**src/rtl/pwm_multi_gen.sv**
```systemverilog
// pwm_multi_gen: shared-counter multi-channel PWM, edge/center aligned, double-buffered config.
// Latency: outputs registered one clk behind the counter; period_done one clk after the boundary. No backpressure.
// Optional define PWM_DEADTIME_EN inserts per-channel dead time between pwm_out and pwm_out_n.
module pwm_multi_gen #(
   parameter int CNT_W = 32,
   parameter int N_CH  = 4,
   parameter int DT_W  = 8
) (
   input  logic                   clk,
   input  logic                   reset_n,
   input  logic                   pwm_gen_en,
   input  logic                   center_mode,
   input  logic                   cfg_wr,
   input  logic [CNT_W-1:0]       period_in,
   input  logic [N_CH*CNT_W-1:0]  cmp_in,
   input  logic [N_CH-1:0]        pol_in,
   input  logic [DT_W-1:0]        dead_time,
   output logic [N_CH-1:0]        pwm_out,
   output logic [N_CH-1:0]        pwm_out_n,
   output logic                   period_done
);

   logic [CNT_W-1:0]      per_sh, per_act;
   logic [N_CH*CNT_W-1:0] cmp_sh, cmp_act;
   logic [N_CH-1:0]       pol_sh, pol_act;
   logic                  mode_sh, mode_act;

   logic [CNT_W-1:0]      cnt, cnt_nxt, pe, cmp_cnt;
   logic                  dir_dn, dir_nxt;
   logic                  update;
   logic                  fall;
   logic [N_CH-1:0]       raw_nxt, raw_d, raw_q, pol_q;

   assign pe = (per_act == '0) ? CNT_W'(1) : per_act;

   always_comb begin
      cnt_nxt = cnt;
      dir_nxt = dir_dn;
      if (!mode_act) begin
         dir_nxt = 1'b0;
         if (cnt >= pe - CNT_W'(1))
            cnt_nxt = '0;
         else
            cnt_nxt = cnt + CNT_W'(1);
      end else if (!dir_dn && (cnt < pe)) begin
         cnt_nxt = cnt + CNT_W'(1);
      end else begin
         cnt_nxt = cnt - CNT_W'(1);
         dir_nxt = 1'b1;
      end
      if (cnt_nxt == '0)
         dir_nxt = 1'b0;
   end

   assign update = (cnt_nxt == '0);

   // On the falling half of the triangle (including the apex) compare cnt-1, so the
   // high window is exactly 2*min(cmp,Pe) cycles and cmp>=Pe gives a solid 100%.
   assign fall    = mode_act && (dir_dn || (cnt >= pe));
   assign cmp_cnt = fall ? (cnt - CNT_W'(1)) : cnt;

   always_comb begin
      raw_nxt = '0;
      for (int k = 0; k < N_CH; k++)
         raw_nxt[k] = (cmp_cnt < cmp_act[k*CNT_W +: CNT_W]);
   end

   assign raw_d = pwm_gen_en ? raw_nxt : '0;

   always_ff @(posedge clk) begin
      if (!reset_n) begin
         per_sh      <= '0;
         cmp_sh      <= '0;
         pol_sh      <= '0;
         mode_sh     <= 1'b0;
         per_act     <= '0;
         cmp_act     <= '0;
         pol_act     <= '0;
         mode_act    <= 1'b0;
         cnt         <= '0;
         dir_dn      <= 1'b0;
         period_done <= 1'b0;
         raw_q       <= '0;
         pol_q       <= '0;
      end else begin
         if (cfg_wr) begin
            per_sh  <= period_in;
            cmp_sh  <= cmp_in;
            pol_sh  <= pol_in;
            mode_sh <= center_mode;
         end
         if (!pwm_gen_en) begin
            cnt         <= '0;
            dir_dn      <= 1'b0;
            period_done <= 1'b0;
         end else begin
            cnt         <= cnt_nxt;
            dir_dn      <= dir_nxt;
            period_done <= update;
         end
         // Shadow-to-active transfer uses the pre-write shadow, so a write on the
         // boundary edge waits for the following boundary.
         if (!pwm_gen_en || update) begin
            per_act  <= per_sh;
            cmp_act  <= cmp_sh;
            pol_act  <= pol_sh;
            mode_act <= mode_sh;
         end
         raw_q <= raw_d;
         pol_q <= pol_act;
      end
   end

`ifdef PWM_DEADTIME_EN
   logic [N_CH-1:0][DT_W-1:0] dt_cnt;

   always_ff @(posedge clk) begin
      if (!reset_n) begin
         dt_cnt <= '0;
      end else begin
         for (int k = 0; k < N_CH; k++) begin
            if (raw_d[k] != raw_q[k])
               dt_cnt[k] <= dead_time;
            else if (dt_cnt[k] != '0)
               dt_cnt[k] <= dt_cnt[k] - DT_W'(1);
         end
      end
   end

   always_comb begin
      pwm_out   = '0;
      pwm_out_n = '0;
      for (int k = 0; k < N_CH; k++) begin
         if (dt_cnt[k] != '0) begin
            pwm_out[k]   = pol_q[k];
            pwm_out_n[k] = pol_q[k];
         end else begin
            pwm_out[k]   = raw_q[k] ^ pol_q[k];
            pwm_out_n[k] = ~(raw_q[k] ^ pol_q[k]);
         end
      end
   end
`else
   logic dt_unused;
   assign dt_unused = ^dead_time;

   assign pwm_out   = raw_q ^ pol_q;
   assign pwm_out_n = ~pwm_out;
`endif

endmodule
```
**config.mk**
```make
export PLATFORM = sky130hd
export DESIGN_NAME = pwm_multi_gen
export DESIGN_NICKNAME = d
export VERILOG_FILES = /design/src/rtl/pwm_multi_gen.sv
export SDC_FILE = /design/constraint.sdc
export NUM_CORES = 1
export LEC_CHECK = 0
export ABC_AREA = 1
export CELL_PAD_IN_SITES_DETAIL_PLACEMENT = 1
export CELL_PAD_IN_SITES_GLOBAL_PLACEMENT = 1
export CORE_ASPECT_RATIO = 1.1
export CORE_MARGIN = 2
export CORE_UTILIZATION = 43
export CTS_CLUSTER_SIZE = 28
export DETAILED_ROUTE_END_ITERATION = 16
export PLACE_DENSITY_LB_ADDON = 0.1
export SLEW_MARGIN = 20
export SYNTH_ARGS = -nofsm -noshare
export SYNTH_HDL_FRONTEND = slang
export SYNTH_SLANG_ARGS = --single-unit
```
**constraint.sdc**
```tcl
create_clock -name clk -period 9.1 [get_ports clk]
set_input_delay 1.365 -clock clk [delete_from_list [all_inputs] [get_ports clk]]
set_output_delay 1.365 -clock clk [all_outputs]
set_load 0.1 [all_outputs]
```
# --- Word-level counts from Yosys, hierarchy flattened ---
# Cells that the tools add are included.
word_totals:
  reg_bits: 372
  latch_bits: 0
  mem_bits_rw: 0
  mem_bits_ro: 0
  out_inout_bits: 9
  word_cells: 43
  n_memories: 0
classes:
  n_addsub: 3
  multipliers: 0
  n_div: 0
  order_cmp: 7
  eq_ne: 0
  shifts: 0
  mux: 5
  bitwise: 5
  reduce_logical: 10
ops:
  columns: ["operator", "count"]
  rows:
  - ["32-bit less-than comparator", 5]
  - ["32-bit 2-to-1 mux", 5]
  - ["32-bit >= comparator", 2]
  - ["32-bit zero test", 2]
  - ["32-bit by 1-bit subtractor with 32-bit output (second input constant)", 2]
  - ["32-bit by 1-bit adder with 32-bit output (second input constant)", 1]
  - ["4-bit inverter", 1]
  - ["4-bit OR reduction", 1]
  - ["4-bit XOR", 1]
  - ["1-bit inverter", 3]
  - ["1-bit logical AND", 2]
  - ["1-bit zero test", 2]
  - ["1-bit logical OR", 2]
  - ["2-bit AND reduction", 1]

# --- Depth between registers and ports, before layout ---
# Gate-level depths: netlist (run 1).
logic_depth:
  depth_word: 8
  ltp_mapped: 40
  mapped_depth_nobuf: 38

# --- Least setup slack after synthesis (run 1) ---
# Ideal clock, no wire load.
synth_path:
  kind: "register to register"
  startpoint: "register per_act[15]"
  endpoint: "register cmp_act[100]"
  arrival_time_ns: 4.841
  required_ns: 8.985
  setup_slack_ns: 4.143
  stages_incl_launch_ff: 40
  cell_sequence: "dfxtp_1 inv_1 nand2_1 nor2_1 nand4_1 nor2_1 nand3_1 nand2_1 inv_1 ha_1 nand3_1 nor3_2 nand4_1 nor3_1 nand2_1 nor3_2 nand3_1 nor3_2 [4 not listed] nand2_1 nor2_1 nand2_1 nor2_1 nand4_1 nand3_1 nand2_1 clkbuf_1 nand2_1 nand2_1 nor2_1 nand2_1 nor2_2 nand2_4 buf_4 buf_2 a21oi_1 nor2_1"
synth_via:
  elab_chain_len: 8
  elab_cells_between_ends: 11
  cone_classes: "1 x add/sub; 2 x order compare; 4 x mux; 4 x reduce/logical"
synth_lines:
  columns: ["item", "line_no", "text"]
  rows:
  - ["from (decl)", "23", "logic [CNT_W-1:0] per_sh, per_act;"]
  - ["from (signal assigned)", "104", "per_act <= per_sh;"]
  - ["32-bit zero test", "34", "assign pe = (per_act == '0) ? CNT_W'(1) : per_act;"]
  - ["32-bit 2-to-1 mux *", "34", null]
  - ["32-bit by 1-bit subtractor with 32-bit output or 32-bit less-than comparator (tied branches)", "41, 45", null]
  - ["32-bit >= comparator or 1-bit logical AND (tied branches)", "41, 45", null]
  - ["32-bit 2-to-1 mux, on equally long branches", "41, 45", null]
  - ["32-bit 2-to-1 mux *", "39", "if (!mode_act) begin"]
  - ["32-bit zero test *", "55", "assign update = (cnt_nxt == '0);"]
  - ["1-bit logical OR *", "103", "if (!pwm_gen_en || update) begin"]
  - ["to (signal assigned)", "105", "cmp_act <= cmp_sh;"]
  - ["to (decl)", "24", "logic [N_CH*CNT_W-1:0] cmp_sh, cmp_act;"]
# Mark *: on every way between the ends. The rest lies on a longest branch, timed or not.
# A chain may end at the register's enable or synchronous reset.

# --- Worst setup path after layout (run 1) ---
layout_path:
  startpoint: "register per_act[28]"
  endpoint: "register per_act[27]"
layout_via:
  elab_chain_len: 8
  elab_cells_between_ends: 11
  cone_classes: "1 x add/sub; 2 x order compare; 4 x mux; 4 x reduce/logical"
layout_lines:
  columns: ["item", "line_no"]
  rows:
  - ["32-bit zero test", "34"]
  - ["32-bit 2-to-1 mux *", "34"]
  - ["32-bit by 1-bit subtractor with 32-bit output or 32-bit less-than comparator (tied branches)", "41, 45"]
  - ["32-bit >= comparator or 1-bit logical AND (tied branches)", "41, 45"]
  - ["32-bit 2-to-1 mux, on equally long branches", "41, 45"]
  - ["32-bit 2-to-1 mux *", "39"]
  - ["32-bit zero test *", "55"]
  - ["1-bit logical OR *", "103"]
# Marked as above.

==> results.sh, run 1 <==
export IMPL_run_status="finished clean"
export IMPL_grt_ovfl_total=0
export IMPL_ant_nets=0
export IMPL_critPathMaxFanout=80
export IMPL_diodes=0
export IMPL_layout_commonest_cell="nor2_1"
export IMPL_hold_viol=0
export IMPL_syn_num_nets=3528
export IMPL_ioPinCount=186
export IMPL_r2r_end="per_act[27]"
export IMPL_dieWidth_um=217
export IMPL_timing_fmax_mhz=129
export IMPL_nNetsFinal=3597
export IMPL_synth_area_um2=21500
export IMPL_dpl_hpwl_mm=52.8
export IMPL_async_reset_ff_frac=0
export IMPL_min_from="pol_act[0]"
export IMPL_remaining_drc_errors=0
export IMPL_criticalPathCategory="reg2reg"
export IMPL_drv_slew=0
export IMPL_timing_reg2reg_setup_slack_ns=1.33
export IMPL_grt_util_all_layers=0.284
export IMPL_power_mw=4.21
export IMPL_fin_crit_ns=7.77
export IMPL_rsz0062_at_grt="false"
export IMPL_finalSetupViolations=0
export IMPL_multi_input_area_um2=12200
export IMPL_crit_required_ns=9.56
export IMPL_synthCells=3160
export IMPL_dr_wl_met2_mm=35.0
export IMPL_path_clk_slew_ns=0.06
export IMPL_synth_area_leaders="dfxtp_1, nor2_1, ha_1, nand2_1, a21oi_1"
export IMPL_n_fill_cell=6451
export IMPL_max_cap_viol_count=0
export IMPL_r2r_cells=38
export IMPL_tightestPinTransition_ns=1.17
export IMPL_path_buf_inv=4
export IMPL_vias_per_cell=5.34
export IMPL_drt_initial_drc_count=966
export IMPL_top_layer="met4"
export IMPL_whs_endpoint="pol_q[0]"
export IMPL_final_cell_mix="nor2_1, nand2_1, dfxtp_1, inv_1, a21oi_1"
export IMPL_start_kind="flip-flop"
export IMPL_slew_headroom=0.217
export IMPL_regArea_um2=7450
export IMPL_rr_startpoint="per_act[28]"
export IMPL_ys_flop_type="dfxtp_1"
export IMPL_dieArea_um2=51900
export IMPL_cts_buffers=42
export IMPL_tns_ns=0
export IMPL_leakagePower_nw=11.8
export IMPL_postCtsSetupBuffers=0
export IMPL_wl_met3_mm=3.83
export IMPL_met1_length_mm=30.5
export IMPL_start_util=0.432
export IMPL_synth_edff_count=0
export IMPL_clkSinkCount=372
export IMPL_finalClockSkew_ns=0.0255
export IMPL_wl_per_cell_um=18.9
export IMPL_crit_path_max_incr_delay_ns=0.56
export IMPL_critical_path_top_delay_family="simple AND/OR/NAND/NOR gates"
export IMPL_clockBufferDepth=3
export IMPL_synth_seq_area_share=0.346
export IMPL_cts_tree="yes"
export IMPL_port_buffers=177
export IMPL_cp_common_cell="nand2_1"
export IMPL_cts_resized=0
export IMPL_grt_pass1_vias=21840
export IMPL_drt_total_wl_mm=73.9
export IMPL_yosysTopAreaCellShare=0.346
export IMPL_yosys_warnings=0
export IMPL_hold_buffers=0
export IMPL_place_gp_congestion=0.908
export IMPL_worstHoldPathCells=2
export IMPL_drive_above_1_share=0.0467
export IMPL_drt_pass1_iterations=5
export IMPL_cts_root_buf="clkbuf_16"
export IMPL_power_density_nw_per_um2=169
export IMPL_holdCritPathClass="reg2reg"
export IMPL_slowest_stage="nand2_1"
export IMPL_row_count=86
export IMPL_area_delta_synth_final_pct=15.7
export IMPL_synth_area_leader_cell="dfxtp_1"
export IMPL_grt_pass1_wl_mm=115
export IMPL_grt_max_degree=239
export IMPL_insertion_delay_ns=0.58
export IMPL_antenna_found_initial=0
export IMPL_synth_seq_cells=372
export IMPL_vias=20912
export IMPL_cp_arrival_ns=8.23
export IMPL_utilization=0.500
export IMPL_netlist_cell_type_count=43
export IMPL_synth_area_per_cell_um2=6.82
export IMPL_ir_drop_v=0.000156
export IMPL_cts_htree_levels=2
export IMPL_period_share=0.854
export IMPL_core_um2=49800
export IMPL_die_h_um=239
export IMPL_cp_end_kind="flip-flop"
layer usage:
| layer | global-route usage | vias up |
|---|---|---|
| li1 | - | 10350 |
| met1 | 0.324 | 9956 |
| met2 | 0.491 | 414 |
| met3 | 0.0587 | 192 |
| met4 | 0.162 | 0 |
| met5 | 0 | - |
synthesized netlist by cell type, types with 3 or more instances:
| library cell | n |
|---|---|
| dfxtp_1 | 372 |
| nor3_2 | 7 |
| nand3b_1 | 3 |
| inv_2 | 4 |
| nor2_1 | 696 |
| xor2_1 | 68 |
| o221ai_1 | 4 |
| a221oi_1 | 4 |
| nand2_1 | 530 |
| nand4_1 | 39 |
| nand3_2 | 17 |
| nor4_1 | 6 |
| a21o_1 | 3 |
| buf_1 | 17 |
| or2_2 | 4 |
| a21oi_1 | 243 |
| nand2_2 | 5 |
| buf_4 | 4 |
| nor2_2 | 6 |
| a211oi_1 | 10 |
| o21ai_1 | 9 |
| nor3_1 | 18 |
| clkinv_1 | 4 |
| xnor2_1 | 12 |
| buf_2 | 38 |
| inv_1 | 268 |
| o21ai_0 | 220 |
| ha_1 | 191 |
| clkbuf_1 | 107 |
| nand3_1 | 220 |
| buf_6 | 14 |
final cells by class:
| class | instances | area share |
|---|---|---|
| clock buffers | 60 | 0.0489 |
| clock inverters | 13 | 0.00462 |
| inverters | 276 | 0.0417 |
| multi-input cells | 2332 | 0.491 |
| flip-flops and latches | 372 | 0.299 |
| well taps | 660 | 0.0332 |
| repair buffers | 205 | 0.0813 |
cells by family (layout without fill, tap and decap cells):
family | count (synthesis) | after routing | synth area share
AND/OR/NAND/NOR | 1558 | 1558 | 0.302
AO/OA/AOI/OAI | 503 | 503 | 0.122
buffers and inverters | 456 | 554 | 0.0873
flip-flops | 372 | 372 | 0.346
adder cells (fa/ha/maj) | 191 | 191 | 0.111
XOR/XNOR | 80 | 80 | 0.0325
worst max path at each step:
stage                            from            to  slack, ns  cells after the start
after floorplan           per_act[15]  cmp_act[100]       4.14                     39
after detailed placement  per_act[29]   per_act[27]       1.33                     38
after global routing      per_act[29]   per_act[27]       0.52                     38
after CTS                 per_act[29]   per_act[27]       1.32                     38
final                     per_act[28]   per_act[27]       1.33                     38
after global placement    per_act[28]   per_act[27]       1.51                     38
tightest hold or removal path: stages (launching register included):
cell     delay [ns]
dfxtp_1        0.31
nand2_1        0.05
inv_1          0.03
flip-flops by register name, indices dropped and copies added, names as in the netlist:
register     cells
pol_sh           4
cmp_act        128
pol_act          4
raw_q            4
period_done      1
dir_dn           1
mode_sh          1
per_act         32
cnt             32
per_sh          32
mode_act         1
cmp_sh         128
pol_q            4
where the power goes:
group          leakage (nW)  internal (mW)  switching, mW
clock                 0.660          0.960          0.712
sequential             3.08           1.74         0.0496
combinational          8.02          0.272          0.472
metrics by stage:
| stage | area (um2) | worst slack, ns | hold WS [ns] | std cells |
|---|---|---|---|---|
| 2_1_floorplan | 21500 | 4.14 | 0.407 | 3160 |
| 3_3_place_gp | 23600 | 1.51 | 0.412 | 3845 |
| 3_5_place_dp | 23600 | 1.33 | 0.423 | 3845 |
| 4_1_cts | 24900 | 1.32 | 0.432 | 3918 |
| 5_1_grt | 24900 | 0.525 | 0.456 | 3918 |
| 6_report | 24900 | 1.33 | 0.428 | 3918 |
Note: power is estimated with default switching activity, not from simulation.
==> run 2, diff against run 1 <==
- CORE_UTILIZATION: 43 -> 42
- GPL_ROUTABILITY_DRIVEN: default -> 0
- clock period: 9.1 -> 8.5 ns (I/O delays scaled with it)
==> results.sh, run 2 (synthesis results as in run 1) <==
export IMPL_timing_fmax_mhz=144
export IMPL_swShare=0.287
export IMPL_fin_ws_ns=1.55
export IMPL_r2r_cells=38
export IMPL_grt_pass1_vias=21751
export IMPL_tightestPinTransition_ns=1.23
export IMPL_start_kind="flip-flop"
export IMPL_use_met3=0.0355
export IMPL_port_buffers=177
export IMPL_dpl_hpwl_mm=51.7
export IMPL_clkPwrFrac=0.422
export IMPL_nNetsFinal=3607
export IMPL_finalSetupViolations=0
export IMPL_cp_end_kind="flip-flop"
export IMPL_cts_root_buf="clkbuf_16"
export IMPL_ir_drop_v=0.000171
export IMPL_vias_per_cell=5.35
export IMPL_grt_ovfl_total=0
export IMPL_pre_cts_ws_ns=1.52
export IMPL_rr_startpoint="per_act[16]"
export IMPL_whs_endpoint="pol_q[3]"
export IMPL_finalClockSkew_ns=0.0150
export IMPL_cp_num_cells=38
export IMPL_grt_pass1_wl_mm=114
export IMPL_drt_initial_drc_count=1017
export IMPL_grt_busiest_layer="met2"
export IMPL_grt_util_all_layers=0.271
export IMPL_power_mw=4.71
export IMPL_drv_slew=0
export IMPL_cts_buffers=43
export IMPL_cts_resized=0
export IMPL_pwr_share_seq=0.408
export IMPL_clkSinkCount=372
export IMPL_timing_reg2reg_setup_slack_ns=1.55
export IMPL_switchingPower_mw=1.35
export IMPL_path_clk_slew_ns=0.06
export IMPL_vias=21091
export IMPL_cts_tree="yes"
export IMPL_criticalPathCategory="reg2reg"
export IMPL_dieWidth_um=220
export IMPL_period_share=0.818
export IMPL_drive_above_1_share=0.0504
export IMPL_worstHoldPathCells=2
export IMPL_cp_arrival_ns=7.40
export IMPL_row_count=87
export IMPL_antenna_found_initial=0
export IMPL_clockBufferDepth=3
export IMPL_core_um2=50900
export IMPL_final_cell_mix="nor2_1, nand2_1, dfxtp_1, inv_1, a21oi_1"
export IMPL_grt_max_degree=206
export IMPL_power_density_nw_per_um2=187
export IMPL_start_util=0.423
export IMPL_n_fill_cell=6575
export IMPL_ioPinCount=186
export IMPL_layout_commonest_cell="nor2_1"
export IMPL_rsz0062_at_grt="false"
export IMPL_tns_ns=0
export IMPL_max_cap_viol_count=0
export IMPL_area_delta_synth_final_pct=16.8
export IMPL_largestRegisters="cmp_act (128), cmp_sh (128)"
export IMPL_path_buf_inv=4
export IMPL_fin_crit_ns=6.95
export IMPL_crit_path_max_incr_delay_ns=0.37
export IMPL_slew_headroom=0.172
export IMPL_hold_buffers=0
export IMPL_hold_viol=0
export IMPL_dieArea_um2=53100
export IMPL_postCtsSetupBuffers=0
export IMPL_r2r_end="per_act[8]"
export IMPL_remaining_drc_errors=0
export IMPL_drt_pass1_iterations=7
export IMPL_holdCritPathClass="reg2reg"
export IMPL_grt_use_met2=0.472
export IMPL_leakagePower_nw=11.9
export IMPL_critical_path_top_delay_family="simple AND/OR/NAND/NOR gates"
export IMPL_ant_nets=0
export IMPL_wl_per_cell_um=18.4
export IMPL_insertion_delay_ns=0.58
export IMPL_die_h_um=242
export IMPL_critPathMaxFanout=65
export IMPL_diodes=0
export IMPL_crit_required_ns=8.95
export IMPL_drt_total_wl_mm=72.5
export IMPL_cts_htree_levels=2
export IMPL_p_int_mw=3.36
export IMPL_run_status="finished clean"
export IMPL_combPwrFrac=0.170
export IMPL_min_from="pol_act[3]"
export IMPL_cp_common_cell="nand2_1"
export IMPL_grt_use_met1=0.328
export IMPL_slowest_stage="buf_4"
run 2: cell types whose count changed in the layout (fill, tap and decap cells not counted), sizes merged:
| cell | delta |
|---|---|
| buf | +9 |
| bufinv | +5 |
| clkbuf | -4 |
| clkinv | +4 |
| clkinvlp | +1 |
run 2: worst max path at each step:
| stage | start | end | slack [ns] |
|---|---|---|---|
| floorplan | per_act[15] | cmp_act[100] | 3.54 |
| global placement | per_act[16] | per_act[8] | 1.65 |
| detailed placement | per_act[16] | per_act[8] | 1.52 |
| CTS | per_act[16] | per_act[8] | 1.49 |
| global route | per_act[16] | cmp_act[2] | 0.93 |
| finish | per_act[16] | per_act[8] | 1.55 |
run 2: power by group through the flow:
stage / clock network (mW) / registers [mW] / logic [mW]
final: 1.98 / 1.92 / 0.800
after global routing: 2.10 / 1.94 / 0.905
after CTS: 2.03 / 1.92 / 0.805
after detailed placement: 0 / 1.96 / 0.794
after global placement: 0 / 1.96 / 0.763
after floorplan: 0 / 1.94 / 0.548
run 2: tightest hold or removal path: cells and delay by family (launching register included):
family / cells / cell delay [ns]
AND/OR/NAND/NOR: 1 / 0.05
buffers and inverters: 1 / 0.03
flip-flops: 1 / 0.31
run 2: per-layer routing:
metal  share of wire  wire (um)
met2            0.49      35200
met1            0.43      31000
met5               0          0
met3           0.038       2740
met4           0.049       3530
run 2: area by class of cell:
cell class                 count  area, um2  area share
inverter                     276       1040      0.0414
tap                          667        835      0.0332
timing repair buffer         214       2110      0.0837
clock buffer                  56       1220      0.0483
sequential                   372       7450       0.296
multi-input combinational   2332      12200       0.486
clock inverter                23        293      0.0116
run 2: stage by stage:
step | hold slack [ns] | cells | cell area, um2 | utilization
2_1_floorplan | 0.407 | 3160 | 21500 | -
3_3_place_gp | 0.416 | 3861 | 23600 | 0.464
3_5_place_dp | 0.421 | 3861 | 23600 | 0.464
4_1_cts | 0.430 | 3940 | 25200 | 0.494
5_1_grt | 0.454 | 3940 | 25200 | 0.494
6_report | 0.427 | 3940 | 25200 | 0.494
